File: src/rtl/ezm_pkg.sv
// Shared definitions for the ezm_cpu host: widths, host FSM states, core opcodes.
package ezm_pkg;

  localparam int unsigned IW = 6;  // core instruction width
  localparam int unsigned DW = 8;  // core data / PC width

  typedef enum logic [2:0] {
    StIdle,
    StCrst,
    StRunLo,
    StRunHi,
    StDone
  } state_e;

  // Core opcodes. LOAD is any word with the top bit set; the three-bit
  // opcodes occupy instr[5:3] with a register number in instr[2:0].
  localparam logic [IW-1:0] OP_LOAD_MASK = 6'b100000;
  localparam logic [2:0]    OP_BR        = 3'b011;
  localparam logic [2:0]    OP_ST        = 3'b001;
  localparam logic [2:0]    OP_ADD       = 3'b010;
  localparam logic [IW-1:0] OP_NEG       = 6'b000001;
  localparam logic [IW-1:0] OP_NOP       = 6'b000000;

  // Saturating increment used for the unbounded step counter.
  function automatic logic [DW-1:0] sat_inc(input logic [DW-1:0] v);
    return (v == '1) ? v : v + DW'(1);
  endfunction

endpackage

File: src/rtl/ezm_prog_store.sv
// Program store for the ezm_cpu host: Depth x IW flops, one write port,
// one asynchronous read port, cleared to NOP by the synchronous reset.
//   clk_i    host clock
//   rst_ni   synchronous active-low reset, clears every entry
//   we_i     write enable
//   waddr_i  write address
//   wdata_i  write data
//   raddr_i  read address
//   rdata_o  read data (combinational)
module ezm_prog_store
  import ezm_pkg::*;
#(
  parameter int unsigned Depth = 32,
  localparam int unsigned AW   = $clog2(Depth)
) (
  input  logic          clk_i,
  input  logic          rst_ni,
  input  logic          we_i,
  input  logic [AW-1:0] waddr_i,
  input  logic [IW-1:0] wdata_i,
  input  logic [AW-1:0] raddr_i,
  output logic [IW-1:0] rdata_o
);

  logic [IW-1:0] mem_q [Depth];

  always_ff @(posedge clk_i) begin
    if (!rst_ni) begin
      for (int i = 0; i < int'(Depth); i++) begin
        mem_q[i] <= OP_NOP;
      end
    end else if (we_i) begin
      mem_q[waddr_i] <= wdata_i;
    end
  end

  assign rdata_o = mem_q[raddr_i];

endmodule

File: src/rtl/ezm_prog_host.sv
// Host for the ezm_cpu core: generates the core clock (clk/2) and reset, feeds
// instructions from an on-block program store indexed by the core PC, and
// demultiplexes the core's time-shared output bus (PC while cpu_clk is high,
// accumulator while low).
//   clk_i/rst_ni           host clock, synchronous active-low reset
//   load_valid_i/ready_o   program write handshake; load_addr_i/load_instr_i data
//   run_i                  rising edge starts a run, low requests a stop
//   step_limit_i           core cycles to execute, 0 = unbounded
//   cpu_clk_o/cpu_rst_o    registered core clock and active-high core reset
//   cpu_instr_o            registered instruction to the core
//   cpu_bus_i              core time-multiplexed output
//   pc_q_o/acc_q_o         last captured PC / accumulator
//   busy_o/done_o          run in progress / run finished
module ezm_prog_host
  import ezm_pkg::*;
#(
  parameter int unsigned PROG_DEPTH = 32,
  localparam int unsigned AW        = $clog2(PROG_DEPTH)
) (
  input  logic          clk_i,
  input  logic          rst_ni,
  input  logic          load_valid_i,
  output logic          load_ready_o,
  input  logic [AW-1:0] load_addr_i,
  input  logic [IW-1:0] load_instr_i,
  input  logic          run_i,
  input  logic [DW-1:0] step_limit_i,
  output logic          cpu_clk_o,
  output logic          cpu_rst_o,
  output logic [IW-1:0] cpu_instr_o,
  input  logic [DW-1:0] cpu_bus_i,
  output logic [DW-1:0] pc_q_o,
  output logic [DW-1:0] acc_q_o,
  output logic          busy_o,
  output logic          done_o
);

  state_e        state_q, state_d;
  logic          cpu_clk_q, cpu_clk_d;
  logic          cpu_rst_q, cpu_rst_d;
  logic [IW-1:0] cpu_instr_q, cpu_instr_d;
  logic [DW-1:0] pc_q, pc_d;
  logic [DW-1:0] acc_q, acc_d;
  logic [DW-1:0] cnt_q, cnt_d;
  logic          run_q;
  logic          acc_fin_q, acc_fin_d;

  logic          idle_or_done;
  logic          run_edge;
  logic          stop;
  logic          store_we;
  logic [AW-1:0] rd_addr;
  logic [IW-1:0] rd_data;

  ezm_prog_store #(
    .Depth (PROG_DEPTH)
  ) u_store (
    .clk_i   (clk_i),
    .rst_ni  (rst_ni),
    .we_i    (store_we),
    .waddr_i (load_addr_i),
    .wdata_i (load_instr_i),
    .raddr_i (rd_addr),
    .rdata_o (rd_data)
  );

  assign idle_or_done = (state_q == StIdle) || (state_q == StDone);
  assign run_edge     = run_i && !run_q;
  assign stop         = ((step_limit_i != '0) && ((cnt_q + DW'(1)) == step_limit_i)) || !run_i;
  assign store_we     = load_valid_i && idle_or_done;
  // CRST fetches the reset vector; otherwise fetch follows the post-edge PC.
  assign rd_addr      = (state_q == StCrst) ? '0 : cpu_bus_i[AW-1:0];

  always_comb begin
    state_d     = state_q;
    cpu_clk_d   = cpu_clk_q;
    cpu_rst_d   = cpu_rst_q;
    cpu_instr_d = cpu_instr_q;
    pc_d        = pc_q;
    acc_d       = acc_q;
    cnt_d       = cnt_q;
    acc_fin_d   = 1'b0;

    unique case (state_q)
      StIdle, StDone: begin
        // The last instruction's accumulator only reaches the bus once
        // cpu_clk has fallen, so it is picked up in the first DONE cycle.
        if (acc_fin_q) begin
          acc_d = cpu_bus_i;
        end
        if (run_edge) begin
          state_d   = StCrst;
          cpu_rst_d = 1'b1;
          cpu_clk_d = 1'b1;
        end
      end
      StCrst: begin
        if (cpu_clk_q) begin
          cpu_clk_d = 1'b0;
        end else begin
          cpu_rst_d   = 1'b0;
          cnt_d       = '0;
          cpu_instr_d = rd_data;
          state_d     = StRunLo;
        end
      end
      StRunLo: begin
        acc_d     = cpu_bus_i;
        cpu_clk_d = 1'b1;
        state_d   = StRunHi;
      end
      StRunHi: begin
        pc_d        = cpu_bus_i;
        cnt_d       = sat_inc(cnt_q);
        cpu_instr_d = rd_data;
        cpu_clk_d   = 1'b0;
        if (stop) begin
          state_d   = StDone;
          acc_fin_d = 1'b1;
        end else begin
          state_d = StRunLo;
        end
      end
      default: state_d = StIdle;
    endcase
  end

  always_ff @(posedge clk_i) begin
    if (!rst_ni) begin
      state_q     <= StIdle;
      cpu_clk_q   <= 1'b0;
      cpu_rst_q   <= 1'b1;
      cpu_instr_q <= OP_NOP;
      pc_q        <= '0;
      acc_q       <= '0;
      cnt_q       <= '0;
      run_q       <= 1'b0;
      acc_fin_q   <= 1'b0;
    end else begin
      state_q     <= state_d;
      cpu_clk_q   <= cpu_clk_d;
      cpu_rst_q   <= cpu_rst_d;
      cpu_instr_q <= cpu_instr_d;
      pc_q        <= pc_d;
      acc_q       <= acc_d;
      cnt_q       <= cnt_d;
      run_q       <= run_i;
      acc_fin_q   <= acc_fin_d;
    end
  end

  assign load_ready_o = idle_or_done;
  assign cpu_clk_o    = cpu_clk_q;
  assign cpu_rst_o    = cpu_rst_q;
  assign cpu_instr_o  = cpu_instr_q;
  assign pc_q_o       = pc_q;
  assign acc_q_o      = acc_q;
  assign busy_o       = (state_q == StCrst) || (state_q == StRunLo) || (state_q == StRunHi);
  assign done_o       = (state_q == StDone);

endmodule

File: config.mk
export PLATFORM = sky130hd
export DESIGN_NAME = ezm_prog_host
export DESIGN_NICKNAME = d
export VERILOG_FILES = /design/src/rtl/ezm_pkg.sv /design/src/rtl/ezm_prog_store.sv /design/src/rtl/ezm_prog_host.sv
export SDC_FILE = /design/constraint.sdc
export NUM_CORES = 1
export LEC_CHECK = 0
export CAP_MARGIN = 20
export CELL_PAD_IN_SITES_DETAIL_PLACEMENT = 0
export CELL_PAD_IN_SITES_GLOBAL_PLACEMENT = 1
export CORE_MARGIN = 8
export CORE_UTILIZATION = 38
export DETAILED_ROUTE_END_ITERATION = 10
export PLACE_DENSITY_LB_ADDON = 0.1
export SETUP_SLACK_MARGIN = 0.3
export SLEW_MARGIN = 20
export SYNTH_ARGS = -nofsm -noshare
export SYNTH_HDL_FRONTEND = slang
export SYNTH_SLANG_ARGS = --single-unit
File: constraint.sdc
create_clock -name clk_i -period 2.9 [get_ports clk_i]
set_input_delay 0.435 -clock clk_i [delete_from_list [all_inputs] [get_ports clk_i]]
set_output_delay 0.435 -clock clk_i [all_outputs]
set_load 0.03 [all_outputs]
==> out/metrics.cfg <==
[run_status]
status=complete, no violations

[critical_path]
crit_buf_inv=2
endpoint_kind=primary output
reg2regPathDepth=6
crit_path_max_fanout=9
rr_startpoint=state_q[2]
slowest_stage=clkdlybuf4s50_1
required_ns=2.47
r2r_end=cpu_instr_o[5]
start_kind=flip-flop
ff2ff_setup_slack_ns=0.57
slowest_delay_ns=0.74
crit_path_end=load_ready_o
path_depth=3
crit_chain=buf_4 > nor2_1 > clkdlybuf4s50_1
critPathKind=reg2out
startpoint=state_q[0]
critical_path_arrival_ns=2.03
cp_top_family=buffers and inverters

[clocking]
cts_root_buffer=clkbuf_16
h-tree-depth=1
cts.sinks=229
postCtsSetupBuffers=0
cts_tree=yes
clk_pin_slew_ns=0.06
insertion_delay_ns=0.53
cts_buffers=26
hold_buffers=0
clockBufferDepth=3

[timing]
worst_pin_slew_ns=0.800
skew_ns=0.00720
fin_crit_ns=2.46
rsz0062_at_grt=false
max_freq_mhz=406
drv_slew=0
relSlewSlack=0.467
finalSetupViolCount=0
finalHoldViolations=0
fin_setup_tns_ns=0
period_share=0.849

[yosys]
synthDistinctLibCells=61
synthFlopType=edfxtp_1
yosysSeqAreaShare=0.586
yosysWarnings=0
synth_top_family_by_area=simple AND/OR/NAND/NOR gates
syn_nets=980
synthMuxAreaShare=0.0710
yosys.area_share.adder=0.00113
netlist_instances=948
synth-compound-area-share=0.106
async_flop_share=0
syn-cell-area_um2=11100
yosys.area_share.xor_xnor=0.00868
synthSimpleGateAreaFrac=0.195
avgSynthCellArea_um2=11.7
synth_edf_count=192
synth_seq_cells=229

[floorplanning]
die-area_um2=34900
fp.dieW_um=187
die_h_um=187
core_um2=28700
num_rows=62
io_pins=58
start_util=0.387

[placement]
portBuffers=57
gp_congestion=0.825
post-dp-hpwl_mm=21.8
placedCellCount=1387

[pwr]
ir_worst_vdd_mv=0.373
internal_power_uw=6100
switching_share=0.281
p_clk_frac=0.363
p_seq_frac=0.453
total_power_uw=8490
p_per_area_nw_per_um2=643
p_sw_uw=2390
combinationalPowerShare=0.184
p_leak_uw=0.00482

[detailed_routing]
drt_first_pass_iters=5
via_per_inst=5.26
wl_per_cell_um=21.5
ant_nets=0
drtIter0Drc=450
vias=7542
drc_errors=0
wl_mm=30.9

[finish]
multi_input_comb_area_um2=4240
num_antenna_cells=0
drive_gt1_frac=0.130
fin_nets=1063
area_growth_pct=18.9
stdcell_count=1434
num-fill-cells=2650
seqCellArea_um2=6510

[hold_path]
hold_class=in2reg

[global_route]
grt_max_degree=38
antenna_found_initial=0
grt_pass1_vias=7590
grt.overflow.total=0
grt_pass1_wl_mm=47.9
grt_usage=0.175

[run]
max-cap-violations=0

==> routing by layer <==
metal | GRT usage | vias up | share of wire
li1 | - | 3636 | -
met1 | 0.238 | 3704 | 0.46
met2 | 0.289 | 154 | 0.47
met3 | 0.0246 | 48 | 0.041
met4 | 0.0455 | 0 | 0.023
met5 | 0 | - | 0
==> layout make-up <==
type	count	area share
inverter	11	0.00313
tap	384	0.0364
multi-input combinational	639	0.321
clock buffer	39	0.0569
sequential	229	0.493
clock inverter	8	0.00294
timing repair buffer	124	0.0863
==> cells in the mapped netlist (7+ instances only) <==
master / number / share of area
nand2_1: 38 / 0.013
dfxtp_1: 37 / 0.067
and2_1: 195 / 0.11
edfxtp_1: 192 / 0.52
and3_1: 8 / 0.0045
o21a_1: 7 / 0.0047
mux2_2: 8 / 0.0081
nor2_1: 75 / 0.025
mux4_2: 15 / 0.030
a22oi_1: 10 / 0.0068
o21ai_0: 48 / 0.022
a21oi_1: 36 / 0.016
nand3_1: 18 / 0.0081
nor2b_1: 15 / 0.0085
inv_1: 11 / 0.0037
clkbuf_1: 45 / 0.015
buf_2: 12 / 0.0054
mux2i_1: 36 / 0.032
xnor2_1: 9 / 0.0071
a211oi_1: 14 / 0.0095
a31oi_1: 14 / 0.0079
==> how the worst min path moves through the flow <==
stage / startpoint / endpoint / slack, ns / cells after the start
2_1_floorplan: cnt_q[7] / cnt_q[7] / 0.45 / 1
3_3_place_gp: pc_q_o[2] / pc_q_o[2] / 0.44 / 2
3_5_place_dp: pc_q_o[1] / pc_q_o[1] / 0.45 / 2
4_1_cts: cpu_bus_i[0] / pc_q_o[0] / 0.36 / 3
5_1_grt: cpu_bus_i[0] / pc_q_o[0] / 0.40 / 3
6_report: cpu_bus_i[0] / pc_q_o[0] / 0.38 / 3
==> cell families after synthesis <==
logic type | count (synthesis)
multiplexers | 59
AND/OR/NAND/NOR | 389
adder cells (fa/ha/maj) | 1
AO/OA/AOI/OAI | 179
XOR/XNOR | 11
buffers and inverters | 80
flip-flops | 229
==> through the flow <==
stage / cell area [µm²] / utilization / worst slack [ns] / hold WS (ns)
2_1_floorplan: 11100 / - / 0.413 / 0.455
3_3_place_gp: 12400 / 0.432 / 0.350 / 0.441
3_5_place_dp: 12400 / 0.432 / 0.357 / 0.446
4_1_cts: 13200 / 0.460 / 0.380 / 0.362
5_1_grt: 13200 / 0.460 / 0.342 / 0.398
6_report: 13200 / 0.460 / 0.437 / 0.382
==> power by group through the flow <==
| stage | clock [µW] | combinational [µW] | sequential [µW] |
|---|---|---|---|
| 6_report | 3080 | 1570 | 3850 |
| 5_1_grt | 3270 | 1690 | 3860 |
| 4_1_cts | 3150 | 1580 | 3850 |
| 3_5_place_dp | 0 | 1580 | 3910 |
| 3_3_place_gp | 0 | 1590 | 3910 |
| 2_1_floorplan | 0 | 836 | 3990 |
==> placed cells by master, fill, tap and decap left out, types with 6 or more instances in the layout <==
| cell | instances |
|---|---|
| buf_4 | 62 |
| clkbuf_1 | 9 |
| nand2b_1 | 6 |
| xnor2_1 | 9 |
| inv_1 | 11 |
| nor2_1 | 75 |
| a211oi_1 | 14 |
| edfxtp_1 | 192 |
| and3_1 | 8 |
| dfxtp_1 | 37 |
| mux4_2 | 15 |
| a2111oi_0 | 6 |
| clkdlybuf4s50_1 | 54 |
| o21ai_0 | 48 |
| mux2i_1 | 36 |
| mux2_2 | 8 |
| clkbuf_16 | 27 |
| a31oi_1 | 14 |
| a21oi_1 | 36 |
| buf_12 | 6 |
| nand3_1 | 18 |
| nor2b_1 | 15 |
| nand2_1 | 38 |
| a22oi_1 | 10 |
| or3_1 | 6 |
| and2_1 | 195 |
| o21a_1 | 7 |
| nand3b_1 | 6 |
==> flip-flops by register name, summed over array words and instances, names as in the netlist, 3 cells and up <==
name and flops:
u_store.mem_q 192, cpu_instr_o 6, acc_q_o 8, cnt_q 8, pc_q_o 8, state_q 3
==> worst reg2reg max path, cell delays in order (launching register included) <==
cell and delay, ns:
dfxtp_1 0.30, or3b_1 0.72, buf_4 0.34, nand2_1 0.25, o21ai_0 0.14, o21ai_0 0.32, o32a_1 0.21
==> timing repair <==
item | CTS | global route
endpoints found under the setup margin | 1 | 0
resized for setup | 1 | 0
hold endpoints to repair | 0 | 0
Note: power is estimated with default switching activity, not from simulation.
